`src/rtl/vector_subtraction_pipe_if.sv`:
```
// vector_subtraction_pipe_if: valid/ready operand and result bundle for the vector subtractor.
interface vector_subtraction_pipe_if;
    logic        in_valid;
    logic        in_ready;
    logic [56:0] in_vector_1;
    logic [56:0] in_vector_2;
    logic        out_valid;
    logic        out_ready;
    logic [56:0] out_vector;
    logic [2:0]  out_ovf;
    logic [7:0]  ovf_count;
    modport master (
        output in_valid, in_vector_1, in_vector_2, out_ready,
        input  in_ready, out_valid, out_vector, out_ovf, ovf_count
    );
    modport slave (
        input  in_valid, in_vector_1, in_vector_2, out_ready,
        output in_ready, out_valid, out_vector, out_ovf, ovf_count
    );
endinterface

```
`src/rtl/vector_subtraction_pipe.sv`:
```
// vector_subtraction_pipe: two-stage valid/ready {x,y,z} subtractor with per-component overflow.
// Define VSUB_SATURATE_EN to clamp overflowing components instead of wrapping.
module vector_subtraction_pipe (
    input logic clk,
    input logic rst,
    vector_subtraction_pipe_if.slave bus
);
    localparam int VECTOR_WIDTH = 57;
    localparam int COMP_WIDTH = 19;
    logic adv1, adv2;
    logic s1_valid_q, s1_valid_d;
    logic [2:0][COMP_WIDTH:0] s1_diff_q, s1_diff_d;
    logic out_valid_q, out_valid_d;
    logic [VECTOR_WIDTH-1:0] out_vector_q, out_vector_d;
    logic [2:0] out_ovf_q, out_ovf_d;
    logic [7:0] ovf_count_q, ovf_count_d;
    function automatic logic [COMP_WIDTH:0] sext(input logic [COMP_WIDTH-1:0] v);
        return {v[COMP_WIDTH-1], v};
    endfunction
    always_comb begin
        adv2 = !out_valid_q || bus.out_ready;
        adv1 = !s1_valid_q || adv2;
        s1_valid_d = adv1 ? bus.in_valid : s1_valid_q;
        out_valid_d = adv2 ? s1_valid_q : out_valid_q;
        s1_diff_d = s1_diff_q;
        out_vector_d = out_vector_q;
        out_ovf_d = out_ovf_q;
        for (int i = 0; i < 3; i++) begin
            if (adv1 && bus.in_valid)
                s1_diff_d[i] = sext(bus.in_vector_1[i*COMP_WIDTH +: COMP_WIDTH])
                             - sext(bus.in_vector_2[i*COMP_WIDTH +: COMP_WIDTH]);
            if (adv2 && s1_valid_q) begin
                out_ovf_d[i] = s1_diff_q[i][COMP_WIDTH] != s1_diff_q[i][COMP_WIDTH-1];
`ifdef VSUB_SATURATE_EN
                out_vector_d[i*COMP_WIDTH +: COMP_WIDTH] = !out_ovf_d[i] ? s1_diff_q[i][COMP_WIDTH-1:0]
                                                         : s1_diff_q[i][COMP_WIDTH] ? 19'h40000 : 19'h3FFFF;
`else
                out_vector_d[i*COMP_WIDTH +: COMP_WIDTH] = s1_diff_q[i][COMP_WIDTH-1:0];
`endif
            end
        end
        ovf_count_d = (out_valid_q && bus.out_ready && |out_ovf_q && ovf_count_q != 8'hFF)
                    ? ovf_count_q + 8'd1 : ovf_count_q;
    end
    always_ff @(posedge clk or posedge rst) begin
        if (rst) begin
            s1_valid_q   <= 1'b0;
            s1_diff_q    <= '0;
            out_valid_q  <= 1'b0;
            out_vector_q <= '0;
            out_ovf_q    <= '0;
            ovf_count_q  <= '0;
        end else begin
            s1_valid_q   <= s1_valid_d;
            s1_diff_q    <= s1_diff_d;
            out_valid_q  <= out_valid_d;
            out_vector_q <= out_vector_d;
            out_ovf_q    <= out_ovf_d;
            ovf_count_q  <= ovf_count_d;
        end
    end
    assign bus.in_ready   = adv1;
    assign bus.out_valid  = out_valid_q;
    assign bus.out_vector = out_vector_q;
    assign bus.out_ovf    = out_ovf_q;
    assign bus.ovf_count  = ovf_count_q;
endmodule

```
`src/flat_wrapper.sv`:
```
// flat-port wrapper written by rule: the top's interface ports become plain ports
module vector_subtraction_pipe_flat 
  (clk, rst, bus_in_valid, bus_in_vector_1, bus_in_vector_2, bus_out_ready, bus_in_ready, bus_out_valid, bus_out_vector, bus_out_ovf, bus_ovf_count);
  vector_subtraction_pipe_if bus_i ();
  input logic clk;
  input logic rst;
  input wire logic [$bits(bus_i.in_valid)-1:0] bus_in_valid;
  input wire logic [$bits(bus_i.in_vector_1)-1:0] bus_in_vector_1;
  input wire logic [$bits(bus_i.in_vector_2)-1:0] bus_in_vector_2;
  input wire logic [$bits(bus_i.out_ready)-1:0] bus_out_ready;
  output wire logic [$bits(bus_i.in_ready)-1:0] bus_in_ready;
  output wire logic [$bits(bus_i.out_valid)-1:0] bus_out_valid;
  output wire logic [$bits(bus_i.out_vector)-1:0] bus_out_vector;
  output wire logic [$bits(bus_i.out_ovf)-1:0] bus_out_ovf;
  output wire logic [$bits(bus_i.ovf_count)-1:0] bus_ovf_count;
  assign bus_i.in_valid = bus_in_valid;
  assign bus_i.in_vector_1 = bus_in_vector_1;
  assign bus_i.in_vector_2 = bus_in_vector_2;
  assign bus_i.out_ready = bus_out_ready;
  assign bus_in_ready = bus_i.in_ready;
  assign bus_out_valid = bus_i.out_valid;
  assign bus_out_vector = bus_i.out_vector;
  assign bus_out_ovf = bus_i.out_ovf;
  assign bus_ovf_count = bus_i.ovf_count;
  vector_subtraction_pipe u_core (.clk(clk), .rst(rst), .bus(bus_i));
endmodule
```
`config.mk`:
```
export PLATFORM = sky130hd
export DESIGN_NAME = vector_subtraction_pipe_flat
export DESIGN_NICKNAME = d
export VERILOG_FILES = /design/src/rtl/vector_subtraction_pipe_if.sv /design/src/rtl/vector_subtraction_pipe.sv /design/src/flat_wrapper.sv
export SDC_FILE = /design/constraint.sdc
export NUM_CORES = 1
export LEC_CHECK = 0
export BUFFER_PORTS_ARGS = -buffer_cell sky130_fd_sc_hd__buf_2
export CORE_MARGIN = 2
export CORE_UTILIZATION = 35
export DETAILED_ROUTE_END_ITERATION = 10
export PLACE_DENSITY_LB_ADDON = 0.15
export SLEW_MARGIN = 10
export SYNTH_ARGS = -nofsm -noshare
export SYNTH_HDL_FRONTEND = slang
export SYNTH_SLANG_ARGS = --single-unit
```
`constraint.sdc`:
```
create_clock -name clk -period 6.25 [get_ports clk]
set_input_delay 0.3125 -clock clk [delete_from_list [all_inputs] [get_ports clk]]
set_output_delay 0.3125 -clock clk [all_outputs]
set_load 0.01 [all_outputs]
```
* Word-level counts from Yosys, hierarchy flattened *
Index checks and enable logic that the tools add are counted.

cells by class
  add/sub/neg operators = 4
  equal/unequal tests = 4
  reduce and logical (&&, ||, !) cells = 10

operator list
  operator               count
  $sub A19 B19 Y20       3
  $add A8 B1 Y8 const B  1
  $ne A8 B8 Y1 const B   1
  $logic_and A1 B1 Y1    5
  $ne A1 B1 Y1           3
  $reduce_or A3 Y1       1
  $logic_not A1 Y1       2
  $logic_or A1 B1 Y1     2

word-level totals
  register bits after elaboration = 130
  output and inout bits = 70
  logic and storage cells = 26

* Logic depth before layout (Yosys ltp) *
  word-level depth = 4
  depth in mapped cells = 10
  depth with buffers taken out = 10

* Worst setup path after synthesis *
No wires, ideal clock.

  path type = input to register
  start = in bus_in_vector_1[0]
  end = reg u_core.s1_diff_q[18] (netlist name)
  library setup time = 0.125 ns
  arrival time = 2.086 ns
  data required time = 6.125 ns
  slack = 4.039 ns
  stages on the path = 10
  path buffers = 0
  cell sequence = inv_1 ha_1 fa_1 nor2b_1 o21ai_1 a21oi_1 o211ai_2 a2111oi_1 nor2_1 o2bb2ai_1

on the way
  longest elaborated chain between the ends = 1

RTL lines
  element               RTL line                       RTL
  from (decl)           flat_wrapper.sv:8              input wire logic [$bits(bus_i.in_vector_1)-1:0] bus_in_vector_1;
  $sub A19 B19 Y20      vector_subtraction_pipe.sv:31  - sext(bus.in_vector_2[i*COMP_WIDTH +: COMP_WIDTH]);
  to (signal assigned)  vector_subtraction_pipe.sv:55  s1_diff_q <= s1_diff_d;
  to (decl)             vector_subtraction_pipe.sv:12  logic [2:0][COMP_WIDTH:0] s1_diff_q, s1_diff_d;

No other way between the ends.
A chain may end at the register's enable or synchronous reset.

* Worst setup path after layout *
  start = reg u_core.s1_valid_q
  end = reg u_core.s1_diff_q[13] (netlist name)

on the way
  longest elaborated chain between the ends = 3

RTL lines
  element                 RTL line                       RTL
  from (decl)             vector_subtraction_pipe.sv:11  logic s1_valid_q, s1_valid_d;
  from (signal assigned)  vector_subtraction_pipe.sv:54  s1_valid_q <= s1_valid_d;
  $logic_not A1 Y1        vector_subtraction_pipe.sv:22  adv1 = !s1_valid_q || adv2;
  $logic_or A1 B1 Y1      vector_subtraction_pipe.sv:22
  $logic_and A1 B1 Y1     vector_subtraction_pipe.sv:29  if (adv1 && bus.in_valid)

No other way between the ends.

==> impl_metrics.yaml <==
run_status:
  status: "finished, final reports clean"
grt:
  globalRouteMet3Util: 0.0333
  grt_overflow: 0
  busiest_layer: "met2"
  grt_max_degree: 69
  grt_use_total: 0.165
  antenna_found_initial: 1
  grt_use_met2: 0.265
  met1_usage: 0.226
  grt_pass1_vias: 6188
  grt_pass1_wl_um: 31500
logic_synthesis:
  synthCells: 806
  netlist.area_leader.share: 0.411
  yosys_register_bits: 130
  synth_area_mm2: 0.00791
  syn_avg_cell_area_um2: 9.81
  ys.flop_type: "dfrtp_1"
  synth_fp_nets: 985
  synth_edf_count: 0
  synthTopCellsByArea: "dfrtp_1, ha_1, mux2_2"
  yosysSeqAreaShare: 0.411
  synth_common_cells: "dfrtp_1, nand2_1, inv_1"
  yosysWarnings: 0
  synth_most_common_cell: "dfrtp_1"
  ys_async_sr_fraction: 1.00
  synth_top_area_cell: "dfrtp_1"
  yosysUniqueCellTypes: 67
clock_tree:
  cts_max_path_buffers: 2
  htree_levels: 4
  cts_tree: "yes"
  insertion_delay_ps: 420
  clk_pin_slew_ps: 60
  clkSinkCount: 130
  cts_buffers: 17
  cts_root_buf: "clkbuf_16"
worst_setup_path:
  required_ps: 6550
  crit_arrival_ps: 2740
  crit_path_start_kind: "register"
  timing_worst_setup_path_type: "register to register"
  critical_path.max_fanout: 66
  critPathCaptureType: "register"
timing:
  hold_violations: 0
  post-route-period-util: 0.390
  finalCriticalPeriod_ps: 2440
  tightest_slew_ps: 957
  rsz0062_at_grt: "no"
  relSlewSlack: 0.362
  finalSetupTns_ps: 0
  final_max_slew_viol_count: 0
  finalSetupViolations: 0
  fmaxAchievable_mhz: 410
  finalClockSkew_ps: 9.60
drt:
  firstDrtPassIters: 4
  detail-route-antenna-nets: 0
  first_iter_violations: 234
  drt-total-wl_um: 19000
  routed_via_density: 4.90
  wl_per_cell_um: 14.7
  vias: 6310
  drcViolationCount: 0
floorplanning:
  dieArea_mm2: 0.0238
  io_pins: 188
  rows: 55
  core-area_mm2: 0.0224
  die_y_um: 154
  start_util: 0.353
  die-width_um: 154
pwr:
  leakagePower_nw: 4.81
  power_density_mw_per_mm2: 318
  ir_drop_uv: 133
hold_path:
  hp-class: "primary input to register"
cells_and_area:
  regArea_mm2: 0.00325
  diodes: 0
  final_area_mm2: 0.00974
  multi_input_area_mm2: 0.00430
  nFillCells: 2228
  nets: 1170
  drive_above_1_share: 0.297
  areaGrowthSynthToFinish_pct: 23.1
run:
  drv_cap: 0
placed_design:
  dpl_cell_area_mm2: 0.00914
  port_buffers: 187
  routabilityCongestion: 0.816
  hpwlAfterDp_um: 13800
[what timing repair did]
item	4_1_cts	5_1_grt
setup buffers	0	0
hold buffers	1	0
hold endpoints to repair	20	0
setup endpoints to repair	0	0
gates resized for setup	0	0
[per-stage QoR]
step / total power (W) / hold WS, ps / worst slack, ps / cells / utilization
finish: 0.00309 / 150 / 3810 / 1289 / 0.434
global route: 0.00331 / 150 / 3500 / 1289 / 0.434
CTS: 0.00314 / 130 / 3790 / 1289 / 0.434
detailed placement: 0.00213 / 428 / 3680 / 1256 / 0.408
global placement: 0.00212 / 433 / 3720 / 1256 / 0.408
floorplan: 0.00178 / 421 / 2470 / 806 / -
[per-layer routing]
layer  share of wire  vias to the layer above
met4           0.012                        2
met5         0.00069                        -
li1                -                     3211
met2            0.46                      140
met3           0.043                       19
met1            0.49                     2938
[state kept, by name, indices dropped and copies added, names as in the netlist]
register               flops
u_core.bus.out_ovf         3
u_core.bus.out_valid       1
u_core.bus.out_vector     57
u_core.bus.ovf_count       8
u_core.s1_diff_q          60
u_core.s1_valid_q          1
[where the power goes]
group          internal [W]  leakage (nW)  switching [W]
combinational      0.000423          2.95       0.000454
sequential          0.00108          1.58       0.000147
clock              0.000617         0.275       0.000372
[critical path, stage by stage, from the launching register on]
cell,delay [ps]
dfrtp_1,400
nand3b_1,190
nand2_4,520
buf_4,600
nor4b_1,100
a21oi_1,140
nand2_1,70
a211o_1,260
[cell usage in the layout, fill, tap and decap left out, types with 6 or more instances in the layout]
cell type,netlist,final
a211oi_1,8,8
a21o_1,20,20
a21oi_1,35,35
and3_1,7,7
buf_2,2,187
clkbuf_16,0,17
dfrtp_1,130,130
ha_1,58,58
inv_1,74,73
mux2_2,59,59
mux2i_1,6,6
nand2_1,78,76
nand2b_1,18,18
nand3_1,12,12
nor2_1,32,32
nor2b_1,10,10
nor3_1,7,7
nor3b_1,11,11
o211ai_1,10,10
o21a_1,13,13
o21ai_0,62,62
o31ai_1,6,6
or3_1,7,7
xnor2_1,24,24
xor2_1,15,15
[layout make-up]
type	instances	area share
well taps	285	0.0366
repair buffers	190	0.0987
flip-flops and latches	130	0.334
inverters	75	0.0294
clock inverters	9	0.0108
clock buffers	23	0.0491
multi-input cells	577	0.441
[cells by family (layout without fill, tap and decap cells)]
family          count (synthesis)  after routing  share of synthesized area
xor+xnor                       39             39                     0.0432
fa+ha+maj                      61             61                     0.0994
buf+inv                        99            297                     0.0473
simple gates                  210            210                      0.134
flops                         130            130                      0.411
mux                            65             65                     0.0916
compound gates                202            202                      0.174
[path summary, 6_finish.rpt]
check	from	end	slack, ps	cells after the start
max	u_core.s1_valid_q	u_core.s1_diff_q[13]	3810	7
min	bus_in_valid	u_core.s1_valid_q	150	2
max reg2reg	u_core.s1_valid_q	u_core.s1_diff_q[13]	3810	7
min reg2reg	u_core.s1_diff_q[30]	u_core.s1_diff_q[30]	470	2
max in group asynchronous	rst	u_core.bus.out_vector[3]	4430	4
min in group asynchronous	rst	u_core.bus.out_vector[27]	490	3
Power figures use the tool's default switching activity.
